File: src/rtl/ultrasonic_ping_scheduler.sv
// Round-robin ping/measure engine shared by N ultrasonic rangefinders.
// Each sensor owns one fixed-length slot: trigger pulse, wait for the echo,
// measure the echo width with a timeout, report it, then idle until the
// slot ends so that echoes from different sensors never overlap.
module ultrasonic_ping_scheduler #(
  parameter int unsigned N_SENSORS      = 4,
  parameter int unsigned TRIG_CYCLES    = 500,
  parameter int unsigned SLOT_CYCLES    = 3000000,
  parameter int unsigned TIMEOUT_CYCLES = 1500000,
  parameter int unsigned CNT_W          = 23,
  parameter int unsigned NEAR_THRESH    = 29000,
  localparam int unsigned IDX_W         = $clog2(N_SENSORS)
) (
  input  logic                 clk,
  input  logic                 rst_n,
  input  logic                 en,
  input  logic [N_SENSORS-1:0] echo,
  output logic [N_SENSORS-1:0] trig,
  output logic                 dist_valid,
  output logic [IDX_W-1:0]     dist_sensor,
  output logic [CNT_W-1:0]     dist_count,
  output logic                 timeout,
  output logic [N_SENSORS-1:0] near,
  output logic                 buzz_en
);

  localparam int unsigned SLOT_W = $clog2(SLOT_CYCLES);

  localparam logic [SLOT_W-1:0] TRIG_LAST = SLOT_W'(TRIG_CYCLES - 1);
  localparam logic [SLOT_W-1:0] TO_LAST   = SLOT_W'(TIMEOUT_CYCLES - 1);
  localparam logic [SLOT_W-1:0] SLOT_LAST = SLOT_W'(SLOT_CYCLES - 1);
  localparam logic [CNT_W-1:0]  NEAR_TH   = CNT_W'(NEAR_THRESH);
  localparam logic [IDX_W-1:0]  IDX_LAST  = IDX_W'(N_SENSORS - 1);

  typedef enum logic [2:0] {
    StIdle,
    StTrig,
    StWaitRise,
    StMeasure,
    StReport,
    StHoldoff
  } state_e;

  state_e               state_q, state_d;
  logic [IDX_W-1:0]     idx_q, idx_d;
  logic [SLOT_W-1:0]    slot_cnt_q, slot_cnt_d;
  logic [CNT_W-1:0]     echo_cnt_q, echo_cnt_d;
  logic [N_SENSORS-1:0] echo_s1_q, echo_s2_q;
  logic [N_SENSORS-1:0] trig_q, trig_d;
  logic                 dist_valid_q, dist_valid_d;
  logic [IDX_W-1:0]     dist_sensor_q, dist_sensor_d;
  logic [CNT_W-1:0]     dist_count_q, dist_count_d;
  logic                 timeout_q, timeout_d;
  logic [N_SENSORS-1:0] near_q, near_d;
  logic                 buzz_en_q, buzz_en_d;

  logic echo_cur;

  // Only the synchronized echo of the sensor being served matters.
  assign echo_cur = echo_s2_q[idx_q];

  // Next-state and registered-output logic for the slot sequencer.
  always_comb begin
    state_d       = state_q;
    idx_d         = idx_q;
    slot_cnt_d    = slot_cnt_q;
    echo_cnt_d    = echo_cnt_q;
    dist_sensor_d = dist_sensor_q;
    dist_count_d  = dist_count_q;
    timeout_d     = timeout_q;
    near_d        = near_q;

    if (state_q != StIdle) begin
      slot_cnt_d = slot_cnt_q + SLOT_W'(1);
    end

    unique case (state_q)
      StIdle: begin
        slot_cnt_d = '0;
        if (en) begin
          state_d = StTrig;
        end
      end
      StTrig: begin
        if (slot_cnt_q == TRIG_LAST) begin
          state_d = StWaitRise;
        end
      end
      StWaitRise: begin
        // Timeout wins over a simultaneous echo edge.
        if (slot_cnt_q == TO_LAST) begin
          state_d      = StReport;
          dist_count_d = '1;
          timeout_d    = 1'b1;
        end else if (echo_cur) begin
          state_d    = StMeasure;
          echo_cnt_d = CNT_W'(1);
        end
      end
      StMeasure: begin
        if (slot_cnt_q == TO_LAST) begin
          state_d      = StReport;
          dist_count_d = '1;
          timeout_d    = 1'b1;
        end else if (echo_cur) begin
          // Saturate rather than wrap on very long echoes.
          if (echo_cnt_q != '1) begin
            echo_cnt_d = echo_cnt_q + CNT_W'(1);
          end
        end else begin
          state_d      = StReport;
          dist_count_d = echo_cnt_q;
          timeout_d    = 1'b0;
        end
      end
      StReport: begin
        state_d       = StHoldoff;
        near_d[idx_q] = !timeout_q && (dist_count_q < NEAR_TH);
      end
      StHoldoff: begin
        if (slot_cnt_q == SLOT_LAST) begin
          slot_cnt_d = '0;
          idx_d      = (idx_q == IDX_LAST) ? '0 : idx_q + IDX_W'(1);
          state_d    = en ? StTrig : StIdle;
        end
      end
      default: begin
        state_d = StIdle;
      end
    endcase

    if (state_d == StReport) begin
      dist_sensor_d = idx_q;
    end
    dist_valid_d = (state_d == StReport);

    trig_d = '0;
    if (state_d == StTrig) begin
      trig_d[idx_d] = 1'b1;
    end

    buzz_en_d = |near_q;
  end

  // State, synchronizer and output registers with synchronous active-low reset.
  always_ff @(posedge clk) begin
    if (!rst_n) begin
      state_q       <= StIdle;
      idx_q         <= '0;
      slot_cnt_q    <= '0;
      echo_cnt_q    <= '0;
      echo_s1_q     <= '0;
      echo_s2_q     <= '0;
      trig_q        <= '0;
      dist_valid_q  <= 1'b0;
      dist_sensor_q <= '0;
      dist_count_q  <= '0;
      timeout_q     <= 1'b0;
      near_q        <= '0;
      buzz_en_q     <= 1'b0;
    end else begin
      state_q       <= state_d;
      idx_q         <= idx_d;
      slot_cnt_q    <= slot_cnt_d;
      echo_cnt_q    <= echo_cnt_d;
      echo_s1_q     <= echo;
      echo_s2_q     <= echo_s1_q;
      trig_q        <= trig_d;
      dist_valid_q  <= dist_valid_d;
      dist_sensor_q <= dist_sensor_d;
      dist_count_q  <= dist_count_d;
      timeout_q     <= timeout_d;
      near_q        <= near_d;
      buzz_en_q     <= buzz_en_d;
    end
  end

  assign trig        = trig_q;
  assign dist_valid  = dist_valid_q;
  assign dist_sensor = dist_sensor_q;
  assign dist_count  = dist_count_q;
  assign timeout     = timeout_q;
  assign near        = near_q;
  assign buzz_en     = buzz_en_q;

endmodule

File: config.mk
export PLATFORM = sky130hd
export DESIGN_NAME = ultrasonic_ping_scheduler
export DESIGN_NICKNAME = d
export VERILOG_FILES = /design/src/rtl/ultrasonic_ping_scheduler.sv
export SDC_FILE = /design/constraint.sdc
export NUM_CORES = 1
export LEC_CHECK = 0
export CAP_MARGIN = 40
export CORE_ASPECT_RATIO = 0.9
export CORE_MARGIN = 5
export CORE_UTILIZATION = 51
export CTS_BUF_LIST = sky130_fd_sc_hd__clkbuf_4 sky130_fd_sc_hd__clkbuf_8
export DETAILED_ROUTE_END_ITERATION = 12
export PLACE_DENSITY = 0.7
export SYNTH_ARGS = -nofsm -noshare
export SYNTH_HDL_FRONTEND = slang
export SYNTH_SLANG_ARGS = --single-unit
File: constraint.sdc
create_clock -name clk -period 2.8 [get_ports clk]
set_clock_uncertainty 0.05 [all_clocks]
set_input_delay 0.42 -clock clk [delete_from_list [all_inputs] [get_ports clk]]
set_output_delay 0.42 -clock clk [all_outputs]
set_load 0.05 [all_outputs]
# --- Word level (Yosys, flattened, before mapping) ---
# Cells that the tools add are included.
op_classes:
  add_sub_neg: 3
  multipliers: 0
  div: 0
  n_lt_le_gt_ge: 5
  n_eq_ne: 19
  n_shift: 0
  mux: 36
  n_bitwise: 0
  reduce_logical: 11
ops:
  columns: ["cell", "count"]
  rows:
  - ["$mux 23", 8]
  - ["$pmux 23 s2", 2]
  - ["$mux 22", 2]
  - ["$pmux 22 s2", 1]
  - ["$add 23x1->23 const B", 1]
  - ["$lt 23x15->1 const B", 1]
  - ["$ne 23x23->1 const B", 1]
  - ["$add 22x1->22 const B", 1]
  - ["$eq 22x21->1 const B", 1]
  - ["$eq 22x22->1 const B", 1]
  - ["$eq 22x9->1 const B", 1]
  - ["$mux 3", 7]
  - ["$pmux 3 s6", 1]
  - ["$ne 2x2->1 const B", 6]
  - ["$eq 3x3->1 const B", 3]
  - ["$mux 1", 7]
  - ["$eq 3x1->1 const B", 2]
  - ["$eq 3x2->1 const B", 2]
  - ["$lt 2x3->1 const B", 2]
  - ["$mux 2", 3]
  - ["$reduce_and 6->1", 1]
  - ["$bwmux 4", 1]
  - ["$demux 1 s2", 2]
  - ["$ge 2x1->1 const B", 2]
  - ["other kinds (13)", 15]
word_totals:
  ff_bits: 94
  latchBits: 0
  mem_bits_rw: 0
  rom_bits: 0
  wordCells: 87
  n_memories: 0

# --- Longest topological paths before layout ---
# Gate-level depths: netlist of the first run.
logic_depth:
  ltp_word: 8
  ltp_mapped: 8
  depth_no_buf: 6

# --- Worst setup path after synthesis of the first run ---
# No wires, ideal clock.
synth_path:
  kind: "register to register"
  startpoint: "reg slot_cnt_q[0]"
  endpoint: "reg trig_q[0], in the netlist trig[0]"
  setup_time_ps: 92
  arrival_ps: 2220
  required_time_ps: 2658
  setup_slack_ps: 438
  path_stages_with_launch: 7
  period_less_slack_ps: 2362
  cell_sequence: "dfxtp_1 ha_1 nand3_2 or4_4 nor4_4 mux2_2 nor4_1"
synth_via:
  elab_chain_len: 7
synth_lines:
  columns: ["element", "line", "rtl"]
  rows:
  - ["start: declaration", "46", "logic [SLOT_W-1:0] slot_cnt_q, slot_cnt_d;"]
  - ["start signal: assignment", "164", "slot_cnt_q <= slot_cnt_d;"]
  - ["$eq 22x22->1", "121", "if (slot_cnt_q == SLOT_LAST) begin"]
  - ["$mux 2", "121", null]
  - ["$mux 2", "77", "unique case (state_q)"]
  - ["$lt 2x3->1 (not written as such) or $ge 2x1->1 (tied branches)", "139", "trig_d[idx_d] = 1'b1;"]
  - ["$logic_and 1x1->1 (not written as such)", "139", null]
  - ["$mux 1 (not written as such)", "139", null]
  - ["$demux 1 s2", "139", null]
  - ["end signal: assignment", "168", "trig_q <= trig_d;"]
  - ["end: declaration", "49", "logic [N_SENSORS-1:0] trig_q, trig_d;"]
# Parallel ways exist; a longest one is shown, timed or not.
# A chain may end at the register's enable or synchronous reset.

# --- Worst setup path after layout of the first run ---
# Same ends and word-level chain as after synthesis.

==> out/metrics.cfg, run 1 <==
[run_status]
status = finished, final reports clean

[synthesis]
synth_seq_area_share_pct = 43.2
synth_top_area_share_pct = 43.2
synth_ff_type = dfxtp_1
synth_cell_types = 56
synthCells = 472
ys_warn_count = 0
synth.avg_cell_area_um2 = 9.23
synthesis.area_mm2 = 0.00436
synth_nets = 485
synth_edf_count = 0
synth_area_leaders = dfxtp_1, o221a_2, a21oi_1, nor2_1, or4_1
ys_ff_latch = 94
async_flop_share_pct = 0
synth_top_area_cell = dfxtp_1

[clock_network]
htree_levels = 3
cts.clk_slew.worst_paths_ns = 0.10
clockBufferDepth = 2
clock_sinks = 94
clockRootBuffer = clkbuf_8
cts_tree = done
post_cts.repair.setup_buffers = 0
ctsResizeCount = 0
postCtsHoldBufs = 0
cts_inserted_buffers = 9
clk_latency_ns = 0.36

[floorplanning]
row_count = 32
die_h_um = 97.7
die_area_mm2 = 0.0105
initial_utilization_pct = 51.6
coreArea_mm2 = 0.00845
dieWidth_um = 107
io_pins = 43

[layout]
nFillCells = 763
area_growth_pct = 16.0
diodes = 0
drive_above_1_share_pct = 13.8
final_design_area_no_fill_mm2 = 0.00505
nNetsFinal = 516
multi_input_comb_area_mm2 = 0.00227
stdcell_count = 627
final-seq-area_mm2 = 0.00188

[sta]
fmax_mhz = 386
min_period_over_period_pct = 92.5
rsz0062_at_grt = false
slew_violations = 0
fin_setup_tns_ns = 0
hold_viol_final = 0
max_slew.worst_pin.slew_ns = 0.608
relSlewSlack_pct = 59.5
period_needed_ns = 2.59
finalSetupViolCount = 0
worst_slack_ns = 0.209

[setup_path]
cp_slowest_cell = or4_4
max_stage_delay_ns = 0.61
arrival_ns = 2.81
worstSetupPathType = reg2reg
crit_path_cell_trace = ha_1 -> nand3_2 -> or4_4 -> nor4_4 -> mux2_2 -> nor4_1
cp_max_fo = 7
cp-end-kind = flop
start_kind = flop
cp.required_ns = 3.02

[drt]
dr.pass1.iters = 4
vias_per_cell = 5.98
wl_per_cell_um = 15.8
drc = 0
drt_wl_total_um = 9920
drt_first_iter_violations = 205
antenna_left = 0
vias = 3751

[pwr]
vdd_drop_max_v = 0.000260
p_per_area_mw_per_mm2 = 455
p_leak_nw = 1.63

[placement]
dp_hpwl_um = 7020
dp.cells = 611
place.gp.congestion = 0.847
pre_cts_ws_ns = 0.225
placed_cell_area_mm2 = 0.00486
io_buffers = 42

[grt]
grt_overflow = 0
grt_usage_pct = 19.6
antenna_found_initial = 1
grt_max_degree = 38
grt_pass1_vias = 3453
grt_pass1_wl_um = 16900

[hold_path]
hold_class = reg2reg

[run]
cap_violations = 0

-- registers in the layout, summed over array words and instances (netlist names) --
signal       flops
buzz_en          1
idx_q            2
dist_valid       1
slot_cnt_q      22
state_q          3
trig             4
echo_cnt_q      23
dist_sensor      2
timeout          1
near             4
echo_s2_q        4
dist_count      23
echo_s1_q        4
-- cell usage in the layout (no fill, tap or decap), drive strengths merged, types with 3 or more instances in the layout --
master / netlist / routed
and2: 10 / 10
o31ai: 14 / 14
clkbuf: 22 / 10
nand4: 10 / 10
nand4b: 6 / 6
o21ai: 7 / 7
nor4: 21 / 21
nand2: 28 / 28
clkdlybuf4s50: 0 / 42
nor3: 13 / 13
o221a: 22 / 22
buf: 13 / 13
xor2: 7 / 7
o211a: 3 / 3
nor2b: 3 / 3
a21oi: 29 / 29
nand3: 20 / 20
inv: 10 / 13
a31oi: 6 / 6
nor2: 37 / 37
or3: 5 / 5
ha: 6 / 6
xnor2: 12 / 12
a211o: 3 / 3
nand2b: 5 / 5
or4: 21 / 21
and4: 5 / 5
and3: 12 / 12
mux2i: 3 / 3
dfxtp: 94 / 94
-- per-layer routing --
layer	global-route usage, %	wire [µm]	share of wire (%)	vias to the layer above
met1	29.9	5060	51	1803
met4	4.56	119	1.2	0
met5	0	0	0	-
li1	-	-	-	1841
met2	27.4	4230	43	97
met3	4.78	518	5.2	10
-- where the power goes --
part           total (mW)  switching [mW]  internal, mW
combinational      0.0751          0.0468        0.0283
clock               0.871           0.509         0.363
sequential           1.35         0.00574          1.34
-- worst max-delay path, delay by kind of cell (launching register included) --
kind / cells / cell delay [ns]
fa+ha+maj: 1 / 0.23
flops: 1 / 0.36
mux: 1 / 0.39
simple gates: 4 / 1.47
-- synth_stat cells (all sizes together), types with 7 or more instances --
| cell type | count |
|---|---|
| o31ai | 14 |
| clkbuf | 22 |
| and2 | 10 |
| nand4 | 10 |
| nand3 | 20 |
| xor2 | 7 |
| o221a | 22 |
| dfxtp | 94 |
| and3 | 12 |
| a21oi | 29 |
| o21ai | 7 |
| or4 | 21 |
| nor2 | 37 |
| nor3 | 13 |
| buf | 13 |
| inv | 10 |
| nand2 | 28 |
| nor4 | 21 |
| xnor2 | 12 |
-- cell type report --
class | count | area share (%)
clock inverters | 6 | 1.06
multi-input cells | 333 | 45.0
flip-flops and latches | 94 | 37.2
clock buffers | 10 | 2.72
well taps | 119 | 2.95
repair buffers | 55 | 10.3
inverters | 10 | 0.743
-- worst paths after layout --
| check | cells after the start | slack [ns] | start | endpoint |
|---|---|---|---|---|
| min reg2reg | 1 | 0.40 | slot_cnt_q[0]$_SDFF_PN0_ | slot_cnt_q[0]$_SDFF_PN0_ |
| max | 6 | 0.21 | slot_cnt_q[0]$_SDFF_PN0_ | trig[0]$_SDFF_PN0_ |
| max reg2reg | 6 | 0.21 | slot_cnt_q[0]$_SDFF_PN0_ | trig[0]$_SDFF_PN0_ |
| min | 1 | 0.40 | slot_cnt_q[0]$_SDFF_PN0_ | slot_cnt_q[0]$_SDFF_PN0_ |
-- cells by family after synthesis --
logic type               synth area share [%]
flip-flops                               43.2
XOR/XNOR                                 3.82
adder cells (fa/ha/maj)                  1.72
multiplexers                             1.72
AO/OA/AOI/OAI                            18.2
AND/OR/NAND/NOR                          26.7
buffers and inverters                    4.57
-- stage by stage --
| step | total power [mW] | hold WS [ns] | util (%) |
|---|---|---|---|
| after floorplan | 1.43 | 0.362 | - |
| after global placement | 1.45 | 0.381 | 57.5 |
| after detailed placement | 1.46 | 0.373 | 57.5 |
| after CTS | 2.32 | 0.407 | 59.8 |
| after global routing | 2.38 | 0.416 | 59.8 |
| final | 2.30 | 0.405 | 59.8 |
Note: power is estimated with default switching activity, not from simulation.
==> run 2, diff against run 1 <==
- SETUP_SLACK_MARGIN: default -> 0.15
==> run 2 against run 1 <==
- largest cell class unchanged
- count of clock-buffer cells in the layout unchanged
- highest routed layer unchanged
- die area unchanged
- via count down 0.32%
- combinational power about the same
==> out/metrics.cfg, run 2 (synthesis gave the netlist of run 1 again) <==
[placement]
placed_cell_area_mm2 = 0.00486  ; unchanged
place.gp.congestion = 0.847  ; unchanged
dp_hpwl_um = 7020  ; unchanged
io_buffers = 42  ; unchanged
dp.cells = 611  ; unchanged

[grt]
grt_max_degree = 38  ; unchanged
grt_overflow = 0  ; unchanged
grt_pass1_vias = 3453  ; unchanged
antenna_found_initial = 1  ; unchanged
grt_usage_pct = 19.6  ; unchanged
grt_pass1_wl_um = 16900  ; unchanged

[setup_path]
max_stage_delay_ns = 0.61  ; about the same
crit_path_cell_trace = ha_1 -> nand3_2 -> or4_4 -> o31a_1 -> or4_4 -> nor4_1
cp-end-kind = flop
cp_num_buf_inv = 0  ; unchanged
start_kind = flop
cp.required_ns = 3.02  ; about the same
arrival_ns = 2.69  ; -0.12 ns
cpLargestDelayFamily = simple AND/OR/NAND/NOR gates
cp_max_fo = 7  ; unchanged
crit_path_frequent_cell = or4_4
worstSetupPathType = reg2reg
cp_slowest_cell = or4_4

[sta]
min_period_over_period_pct = 88.1  ; -4.5 points
hold_viol_final = 0  ; unchanged
slew_violations = 0  ; unchanged
max_slew.worst_pin.slew_ns = 0.595  ; -0.0124 ns
finalSetupViolCount = 0  ; unchanged
fin_setup_tns_ns = 0  ; unchanged
relSlewSlack_pct = 60.3  ; +0.82 points
rsz0062_at_grt = false
fmax_mhz = 406  ; +5.1%
period_needed_ns = 2.47  ; -0.125 ns

[pwr]
combPwrFrac_pct = 3.3  ; about the same
p_int_mw = 1.74  ; about the same
p_switching_mw = 0.563  ; +0.37%
p_leak_nw = 1.64  ; +0.67%
finalPower_mw = 2.30  ; about the same
p_sw_share_pct = 24.5  ; +0.066 points
clkPwrFrac_pct = 38.0  ; about the same
p_per_area_mw_per_mm2 = 454  ; -0.20%
vdd_drop_max_v = 0.000261  ; +0.17%
seqPwrFrac_pct = 58.7  ; about the same

[floorplanning]
row_count = 32  ; unchanged
die_h_um = 97.7  ; unchanged
coreArea_mm2 = 0.00845  ; unchanged
io_pins = 43  ; unchanged
dieWidth_um = 107  ; unchanged
initial_utilization_pct = 51.6  ; unchanged
die_area_mm2 = 0.0105  ; unchanged

[run_status]
status = finished, final reports clean

[layout]
nFillCells = 760  ; -0.39%
area_growth_pct = 16.3
final_cell_mix = dfxtp_1, clkdlybuf4s50_1, nor2_1
stdcell_count = 629  ; +0.32%
final_util_pct = 60.0  ; +0.18 points
final_common_cell = dfxtp_1
nNetsFinal = 518  ; +0.39%
final_design_area_no_fill_mm2 = 0.00507  ; +0.30%
drive_above_1_share_pct = 14.1  ; +0.34 points
diodes = 0  ; unchanged

[clock_network]
clk_latency_ns = 0.36  ; about the same
clock_sinks = 94  ; unchanged
cts.clk_slew.worst_paths_ns = 0.10  ; about the same
htree_levels = 3  ; unchanged
postCtsHoldBufs = 0  ; unchanged
clockBufferDepth = 2  ; unchanged
clockRootBuffer = clkbuf_8
cts_tree = done
cts_inserted_buffers = 9  ; unchanged

[drt]
dr.pass1.iters = 4  ; unchanged
drt_wl_total_um = 9950  ; +0.25%
antenna_left = 0  ; unchanged
wl_per_cell_um = 15.8  ; about the same
vias_per_cell = 5.94  ; -0.64%
drt_first_iter_violations = 197  ; -3.9%
drc = 0  ; unchanged
vias = 3739  ; -0.32%

[hold_path]
hold_class = reg2reg

[run]
cap_violations = 0  ; unchanged

## run 2: final cells by class
type | count | area [µm²] | area share [%]
clock buffer | 10 | 138 | 2.72
clock inverter | 6 | 53.8 | 1.06
inverter | 10 | 37.5 | 0.741
multi-input combinational | 333 | 2270 | 44.9
sequential | 94 | 1880 | 37.1
tap | 119 | 149 | 2.94
timing repair buffer | 57 | 533 | 10.5
## run 2: what timing repair did
action | 4_1_cts | 5_1_grt
endpoints found under the setup margin | 0 | 3
buffers inserted | 0 | 2
gates resized for setup | 0 | 0
## run 2: per-stage QoR
| stage | hold WS, ns | setup slack, ns |
|---|---|---|
| 3_5_place_dp | 0.373 | 0.225 |
| 5_1_grt | 0.416 | 0.191 |
| 3_3_place_gp | 0.381 | 0.330 |
| 2_1_floorplan | 0.362 | 0.438 |
| 4_1_cts | 0.407 | 0.197 |
| 6_report | 0.405 | 0.334 |
## run 2: worst paths after layout
| path | from | to | slack [ns] | depth (start not counted) |
|---|---|---|---|---|
| setup / recovery | slot_cnt_q[0]$_SDFF_PN0_ | trig[0]$_SDFF_PN0_ | 0.33 | 6 |
| hold / removal | slot_cnt_q[0]$_SDFF_PN0_ | slot_cnt_q[0]$_SDFF_PN0_ | 0.40 | 1 |
| setup reg to reg | slot_cnt_q[0]$_SDFF_PN0_ | trig[0]$_SDFF_PN0_ | 0.33 | 6 |
| hold reg to reg | slot_cnt_q[0]$_SDFF_PN0_ | slot_cnt_q[0]$_SDFF_PN0_ | 0.40 | 1 |
## run 2: worst reg2reg max path: stages, from the launching register on
cell and delay (ns):
dfxtp_1 0.36, ha_1 0.23, nand3_2 0.17, or4_4 0.61
o31a_1 0.30, or4_4 0.45, nor4_1 0.21
## run 2: power groups by stage
stage / logic [mW] / registers (mW) / clock network (mW)
after detailed placement: 0.0753 / 1.38 / 0
after global routing: 0.0820 / 1.35 / 0.945
after floorplan: 0.0446 / 1.38 / 0
after CTS: 0.0756 / 1.35 / 0.892
final: 0.0752 / 1.35 / 0.874
after global placement: 0.0739 / 1.38 / 0
## run 2: layer usage
layer	vias up	wire, µm	track usage [%]
met5	-	0	0
met4	0	120	4.56
met3	10	533	4.78
met2	92	4200	27.4
met1	1795	5090	29.9
li1	1842	-	-
==> run 3, diff against run 2 <==
- PLACE_DENSITY: 0.7 -> 0.85
==> run 3 against run 2 <==
- sequential share of layout area shrank 0.16 points
- combinational power grew 2%
- via count grew 0.45%
- first-iteration DRC count grew 40%
- routed wire length grew 2.9%
- die area is the same
- setup slack lost 0.054 ns
- non-clock buffer count shrank 2
- highest routed layer unchanged
==> out/metrics.cfg, run 3 (synthesis gave the netlist of run 1 again) <==
[sta]
min_period_over_period_pct = 90.0  ; +1.9 points
finalSetupViolCount = 0  ; unchanged
max_slew.worst_pin.slew_ns = 0.625  ; +0.0294 ns
period_needed_ns = 2.52  ; +0.0537 ns
hold_viol_final = 0  ; unchanged
relSlewSlack_pct = 58.3  ; -2.0 points
fin_setup_tns_ns = 0  ; unchanged
rsz0062_at_grt = false
fmax_mhz = 397  ; -2.1%
slew_violations = 0  ; unchanged

[placement]
place.gp.congestion = 0.917  ; +8.3%
placed_cell_area_mm2 = 0.00486  ; unchanged
dp_hpwl_um = 7260  ; +3.5%
io_buffers = 42  ; unchanged
dp.cells = 611  ; unchanged

[pwr]
p_leak_nw = 1.64  ; +0.13%
vdd_drop_max_v = 0.000202  ; -22%
p_per_area_mw_per_mm2 = 480  ; +5.7%

[layout]
area_growth_pct = 16.8
final_design_area_no_fill_mm2 = 0.00509  ; +0.42%
final_cell_mix = dfxtp_1, clkdlybuf4s50_1, nor2_1
final_common_cell = dfxtp_1
nFillCells = 717  ; -5.7%
nNetsFinal = 516  ; -0.39%
diodes = 0  ; unchanged
final_util_pct = 60.2  ; +0.25 points
drive_above_1_share_pct = 13.8  ; -0.34 points
stdcell_count = 627  ; -0.32%

[clock_network]
clockRootBuffer = clkbuf_8
clock_sinks = 94  ; unchanged
cts_tree = done
htree_levels = 3  ; unchanged
ctsResizeCount = 0  ; unchanged
clockBufferDepth = 2  ; unchanged
clk_latency_ns = 0.36  ; about the same
cts.clk_slew.worst_paths_ns = 0.09  ; about the same
cts_inserted_buffers = 9  ; unchanged

[setup_path]
cp.required_ns = 3.00  ; -0.02 ns
max_stage_delay_ns = 0.62  ; about the same
arrival_ns = 2.72  ; +0.03 ns
crit_path_cell_trace = ha_1 -> nand3_2 -> or4_4 -> o31a_1 -> or4_4 -> nor4_1
cp_slowest_cell = or4_4
r2r-start = slot_cnt_q[0]$_SDFF_PN0_
cp_max_fo = 7  ; unchanged
worstSetupPathType = reg2reg
reg2reg_depth = 6  ; unchanged
r2r-end = trig[1]$_SDFF_PN0_
crit_path_frequent_cell = or4_4
reg2reg_slack_ns = 0.28  ; -0.05 ns
start_kind = flop
cp-end-kind = flop

[floorplanning]
coreArea_mm2 = 0.00845  ; unchanged
row_count = 32  ; unchanged
dieWidth_um = 107  ; unchanged
die_area_mm2 = 0.0105  ; unchanged
io_pins = 43  ; unchanged
initial_utilization_pct = 51.6  ; unchanged
die_h_um = 97.7  ; unchanged

[grt]
grt_pass1_vias = 3527  ; +2.1%
grt_overflow = 0  ; unchanged
grt_max_degree = 38  ; unchanged
grt_pass1_wl_um = 17000  ; +0.29%
grt_usage_pct = 19.6  ; +0.021 points
antenna_found_initial = 0  ; -1

[drt]
drt_first_iter_violations = 275  ; +40%
vias = 3756  ; +0.45%
vias_per_cell = 5.99  ; +0.78%
drc = 0  ; unchanged
antenna_left = 0  ; unchanged
wl_per_cell_um = 16.3  ; +3.3%
dr.pass1.iters = 5  ; +1
drt_wl_total_um = 10200  ; +2.9%

[hold_path]
whs_path_depth = 1  ; unchanged
min_from = echo_s1_q[0]$_SDFF_PN0_
hold_class = reg2reg
hold_end = echo_s2_q[0]$_SDFF_PN0_

[run]
cap_violations = 0  ; unchanged

[run_status]
status = finished, final reports clean

-- run 3: worst max-delay path: cells and delay by family (launching register included) --
kind	cells	cell delay, ns
flip-flops	1	0.37
adder cells (fa/ha/maj)	1	0.23
AO/OA/AOI/OAI	1	0.30
AND/OR/NAND/NOR	4	1.47
-- run 3: worst max-delay path by stage --
| stage | from | to | slack (ns) | cells past startpoint |
|---|---|---|---|---|
| 2_1_floorplan | slot_cnt_q[0]$_SDFF_PN0_ | trig[0]$_SDFF_PN0_ | 0.44 | 6 |
| 3_3_place_gp | slot_cnt_q[0]$_SDFF_PN0_ | trig[0]$_SDFF_PN0_ | 0.33 | 6 |
| 3_5_place_dp | slot_cnt_q[0]$_SDFF_PN0_ | trig[2]$_SDFF_PN0_ | 0.23 | 6 |
| 4_1_cts | slot_cnt_q[0]$_SDFF_PN0_ | trig[2]$_SDFF_PN0_ | 0.20 | 6 |
| 5_1_grt | slot_cnt_q[0]$_SDFF_PN0_ | trig[3]$_SDFF_PN0_ | 0.19 | 6 |
| 6_report | slot_cnt_q[0]$_SDFF_PN0_ | trig[1]$_SDFF_PN0_ | 0.28 | 6 |
-- run 3: repair_timing --
item | in CTS | in global routing
endpoints found under the setup margin | 0 | 3
hold buffers | 0 | 0
setup buffers | 0 | 0
-- run 3: through the flow --
step / setup WS, ns / total power [mW] / hold WS [ns]
floorplan: 0.438 / 1.43 / 0.362
global placement: 0.330 / 1.45 / 0.373
detailed placement: 0.226 / 1.46 / 0.370
CTS: 0.201 / 2.45 / 0.409
global route: 0.186 / 2.52 / 0.425
finish: 0.280 / 2.44 / 0.407
-- run 3: layout make-up --
type / instances / area [µm²] / share of cell area [%]
multi-input combinational: 333 / 2270 / 44.7
sequential: 94 / 1880 / 37.0
timing repair buffer: 55 / 518 / 10.2
tap: 119 / 149 / 2.93
clock buffer: 9 / 124 / 2.43
clock inverter: 7 / 104 / 2.04
inverter: 10 / 37.5 / 0.738
-- run 3: where the power goes --
part           total [mW]  internal [mW]  leakage (nW)  switching [mW]
clock                1.01          0.515         0.108           0.500
sequential           1.35           1.34         0.759         0.00443
combinational      0.0764         0.0283         0.775          0.0481
-- run 3: per-layer routing --
layer  track usage (%)  part of all wire [%]
met1              27.5                    47
met2              29.8                    44
met3              4.19                   7.4
met4              6.60                   1.6
met5                 0                     0
==> patch 1 (flow settings as in run 2) <==
`N_SENSORS`: 4 -> 2.
--- a/src/rtl/ultrasonic_ping_scheduler.sv
+++ b/src/rtl/ultrasonic_ping_scheduler.sv
@@ -3,7 +3,7 @@
 // measure the echo width with a timeout, report it, then idle until the
 // slot ends so that echoes from different sensors never overlap.
 module ultrasonic_ping_scheduler #(
-  parameter int unsigned N_SENSORS      = 4,
+  parameter int unsigned N_SENSORS      = 2,
   parameter int unsigned TRIG_CYCLES    = 500,
   parameter int unsigned SLOT_CYCLES    = 3000000,
   parameter int unsigned TIMEOUT_CYCLES = 1500000,
Interface: changed (resized dist_sensor, echo, near and trig); port bits go from 43 to 36. No check against the original RTL was run, so the function may have changed too.
==> patch 1 against run 2 <==
Non-clock buffer count is 11 lower. Die area decreased by 10%. First-iteration DRC count rose by 7.1%. Cell count decreased by 12%. Setup slack improved by 11 ps. Routed wire length down 8.8%. Synthesized area shrank 11%. Maximum frequency grew 0.46%. Total power is 5.3% lower. Core utilization rose by 0.91 points. Sequential cell count decreased by 10. Final area shrank 10%. Critical path type unchanged.
==> patch 1: results (changes against run 2) <==
- The run finished with clean final reports.
- The net switching fraction of the power came to 20.8% (-3.6 points).
- The power consumed by combinational cells is 57.8 uW (-23%).
- The clock slew at the register clock pins of the worst setup and hold paths was 80 ps (-20 ps).
- The total nets after synthesis is 426 (-12%).
- The relative contribution of sequential cells to total power is 55.3% (-3.4 points).
- The post-synthesis area per instance is 9.25 um2 (+0.25%).
- The largest net degree at the start of global routing is 49 (+29%).
- The number of fill cells in the layout was 641 (-16%).
- The commonest cells after synthesis are sky130_fd_sc_hd__dfxtp_1 (84), sky130_fd_sc_hd__nor2_1 (43), sky130_fd_sc_hd__o221a_2 (32), sky130_fd_sc_hd__nand2_1 (25), sky130_fd_sc_hd__nand3_1 (25).
- The average via count per standard cell is 6.15 (+3.4%).
- The Yosys warning count is 0 (unchanged).
- The worst vdd rail ir drop came to 0.000459 V (+76%).
- The total wire length is 9070 um (-8.8%).
- The type of the most critical hold path is flop to flop.
- The placed instance count is 537 (-12%).
- The number of antenna violations at the first check in global routing is 0 (-1).
- The endpoint arrival time on the critical path is 2700 ps (about the same).
- The cell area reported after detailed placement came to 0.00433 mm2 (-11%).
- The part of the Yosys area used for sequential elements is 43.4% (+0.18 points).
- The actual transition at the worst max-transition pin was 623 ps (+27.4 ps).
- The count of instances resized after the clock tree is built is 0 (unchanged).
- The number of violations reported at the end of detailed-routing iteration 0 came to 211 (+7.1%).
- The depth of the CTS H-tree came to 3 (unchanged).
- The share of layout cells above drive strength 1 is 16.4% (+2.3 points).
- The leakage power is 0.00150 uW (-8.7%).
- The overall fraction of global-route tracks in use is 19.8% (+0.24 points).
- The half-perimeter wire length of the detailed placement result is 6130 um (-13%).
- The number of standard cells in the layout, taps in and fillers out is 552 (-12%).
- The worst setup slack after placement is 309 ps (+83.9 ps).
- The number of buffer cells added on primary ports is 35 (-17%).
- The post-layout net count was 459 (-11%).
- The number of diodes added for antenna fixing is 0 (unchanged).
- The net switching power figure is 454 uW (-19%).
- The global placer's final weighted congestion is 0.865 (+2.1%).
- The first-pass GRT wire length is 15100 um (-11%).
- The highest net fanout along the worst path was 24 (+17).
- Ranked by total cell area, the synthesized netlist is headed by sky130_fd_sc_hd__dfxtp_1 (43%), sky130_fd_sc_hd__o221a_2 (9.3%), sky130_fd_sc_hd__xnor2_1 (4.5%).
- The number of global-route vias before repair is 3086 (-11%).
patch 1: cell count changes after synthesis, sizes merged, moves of 8 or more:
cell / change
or4: -18
a21oi: -17
o221a: +10
o31ai: -13
xnor2: +8
dfxtp: -10
patch 1: logic make-up after synthesis:
family / after synthesis / share of synthesized area [%]
AND/OR/NAND/NOR: 175 / 24.0
buffers and inverters: 38 / 4.45
adder cells (fa/ha/maj): 2 / 0.645
multiplexers: 1 / 0.258
XOR/XNOR: 21 / 4.75
AO/OA/AOI/OAI: 98 / 22.5
flip-flops: 84 / 43.4
patch 1: cell type report:
type,instances,area [um2],area share (%)
multi-input combinational,297,2030,44.6
sequential,84,1680,37.0
timing repair buffer,46,458,10.1
clock buffer,10,131,2.89
tap,96,120,2.64
clock inverter,5,77.6,1.71
inverter,14,52.6,1.16
patch 1: worst max-delay path, cell delays in order, from the launching register on:
cell                       delay (ps)
sky130_fd_sc_hd__dfxtp_1          370
sky130_fd_sc_hd__or4_1            560
sky130_fd_sc_hd__or4_4            570
sky130_fd_sc_hd__nand4b_4         220
sky130_fd_sc_hd__nand3_1          110
sky130_fd_sc_hd__buf_4            280
sky130_fd_sc_hd__o221a_2          240
patch 1: routing by layer:
| layer | share of wire [%] | wire [um] | global-route usage (%) |
|---|---|---|---|
| met1 | 51 | 4590 | 29.0 |
| met2 | 43 | 3870 | 28.3 |
| met3 | 5.4 | 487 | 5.65 |
| met4 | 1.4 | 128 | 5.57 |
| met5 | 0 | 0 | 0 |
patch 1: path summary, 6_finish.rpt:
kind | startpoint | to | slack [ps] | cells after the start
min | slot_cnt_q[0] | slot_cnt_q[0] | 400 | 1
max | slot_cnt_q[11] | dist_count[5] | 350 | 6
min reg2reg | slot_cnt_q[0] | slot_cnt_q[0] | 400 | 1
max reg2reg | slot_cnt_q[11] | dist_count[5] | 350 | 6
==> patch 2 (config.mk and constraints of run 2) <==
Without the edit above. Register the inputs `en` and `echo` before use. The logic sees them one clock later.
--- a/src/rtl/ultrasonic_ping_scheduler.sv
+++ b/src/rtl/ultrasonic_ping_scheduler.sv
@@ -41,6 +41,14 @@
     StHoldoff
   } state_e;
 
+  logic en_q;
+  logic [N_SENSORS-1:0] echo_q;
+
+  always_ff @(posedge clk) begin
+    en_q   <= en;
+    echo_q <= echo;
+  end
+
   state_e               state_q, state_d;
   logic [IDX_W-1:0]     idx_q, idx_d;
   logic [SLOT_W-1:0]    slot_cnt_q, slot_cnt_d;
@@ -77,7 +85,7 @@
     unique case (state_q)
       StIdle: begin
         slot_cnt_d = '0;
-        if (en) begin
+        if (en_q) begin
           state_d = StTrig;
         end
       end
@@ -121,7 +129,7 @@
         if (slot_cnt_q == SLOT_LAST) begin
           slot_cnt_d = '0;
           idx_d      = (idx_q == IDX_LAST) ? '0 : idx_q + IDX_W'(1);
-          state_d    = en ? StTrig : StIdle;
+          state_d    = en_q ? StTrig : StIdle;
         end
       end
       default: begin
@@ -163,7 +171,7 @@
       idx_q         <= idx_d;
       slot_cnt_q    <= slot_cnt_d;
       echo_cnt_q    <= echo_cnt_d;
-      echo_s1_q     <= echo;
+      echo_s1_q     <= echo_q;
       echo_s2_q     <= echo_s1_q;
       trig_q        <= trig_d;
       dist_valid_q  <= dist_valid_d;
Behaviour: not the same (a bounded check fails within 4 cycles, from zero or initial values and one cycle with rst_n low).
==> patch 2 against run 2 <==
Sequential cell count rose by 5. Setup slack got worse by 8.2 ps. Synthesized area fell by 1.1%. Total power rose by 6.4%. Critical path depth did not move. Count of clock-buffer cells in the layout rose by 1. First-iteration DRC count fell by 3.0%. Cell count fell by 4.3%. Sequential power rose by 6%. Routed wire length fell by 4.9%. Synthesized cell count fell by 2.5%. Final area fell by 1.6%. Critical path type unchanged.
==> patch 2: results (changes against run 2) <==
- The run finished with clean final reports.
- The relative contribution of sequential cells to total power was 58.4% (-0.3 points).
- The number of global-route vias before repair is 3186 (-7.7%).
- Sorting the synthesized cells by area gives the leading types as sky130_fd_sc_hd__dfxtp_1 (46%), sky130_fd_sc_hd__o221a_2 (6.0%), sky130_fd_sc_hd__nor2_1 (4.5%).
- The cell-internal power is 1900 uW (+9.4%).
- The number of signal-net buffers in the layout is 50 (-12%).
- The post-synthesis register bit count is 99 (+5.3%).
- The overall fraction of global-route tracks in use is 19.1% (-0.49 points).
- The share of the final layout cell area in multi-input gates is 43.2% (-1.7 points).
- The fraction of area in clock buffers and inverters is 4.14% (+0.36 points).
- The leakage power is 0.00165 uW (+0.64%).
- The largest net degree at the start of global routing is 28 (-26%).
- The cell row count is 31 (-3.1%).
- The multiplexer share of the synthesized area is 1.68% (-0.040 points).
- The routing usage on met1 came to 28.4% (-1.5 points).
- The number of combinational gates with multiple inputs came to 326 (-2.1%).
- The total wire length was 9460 um (-4.9%).
- In this run the most critical hold path is launched from echo_s1_q[3].
- The portion of synthesized cell area occupied by the leading cell type was 46.0% (+2.8 points).
- The met3 wire length is 653 um (+23%).
- The endpoint arrival time on the critical path came to 2700 ps (about the same).
- The met2 demand-to-capacity share in global routing is 26.4% (-1.0 points).
- The placed instance count came to 586 (-4.1%).
- The adder and majority cell fraction of the synthesized area is 1.74% (+0.019 points).
- The headroom to the max-slew limit is 51.5% (-8.8 points).
- The power consumed by combinational cells is 72.4 uW (-3.7%).
- The number of antenna violations at the first check in global routing came to 0 (-1).
- The post-layout net count was 511 (-1.4%).
- The average via count per standard cell is 5.72 (-3.8%).
- The sequential-cell power consumption is 1430 uW (+6%).
- The post-synthesis area per instance is 9.37 um2 (+1.5%).
- The highest net fanout along the worst path is 5 (-2).
- The share of layout cells above drive strength 1 is 12.5% (-1.6 points).
- The fraction of the mapped netlist area in compound gates was 15.3% (-2.9 points).
- The routed via count is 3442 (-7.9%).
- The xor-xnor portion of the synthesized cell area is 4.88% (+1.1 points).
- The met2 layer wire length in the routed design is 3950 um (-5.8%).
- The final critical-path share of the clock period is 88.4% (+0.29 points).
-- patch 2: cell count changes in the layout (fill, tap and decap cells not counted), moves of 6 or more --
cell                       change
sky130_fd_sc_hd__nor4_1       -13
sky130_fd_sc_hd__nor2_1       +16
sky130_fd_sc_hd__nand4_1       +7
sky130_fd_sc_hd__o21ai_0      +10
sky130_fd_sc_hd__o31ai_1      -13
sky130_fd_sc_hd__and3_1        -9
sky130_fd_sc_hd__buf_4         -7
sky130_fd_sc_hd__or4_1        -16
sky130_fd_sc_hd__nand2_1      +14
sky130_fd_sc_hd__a21oi_1      -16
sky130_fd_sc_hd__nand4b_1      -6
-- patch 2: critical path, stage by stage (launching register included) --
cell and delay (ps):
sky130_fd_sc_hd__dfxtp_1 360, sky130_fd_sc_hd__ha_1 210, sky130_fd_sc_hd__and4_1 220, sky130_fd_sc_hd__nand4_1 120, sky130_fd_sc_hd__nor4_1 670, sky130_fd_sc_hd__mux2i_1 470, sky130_fd_sc_hd__nor3b_1 280
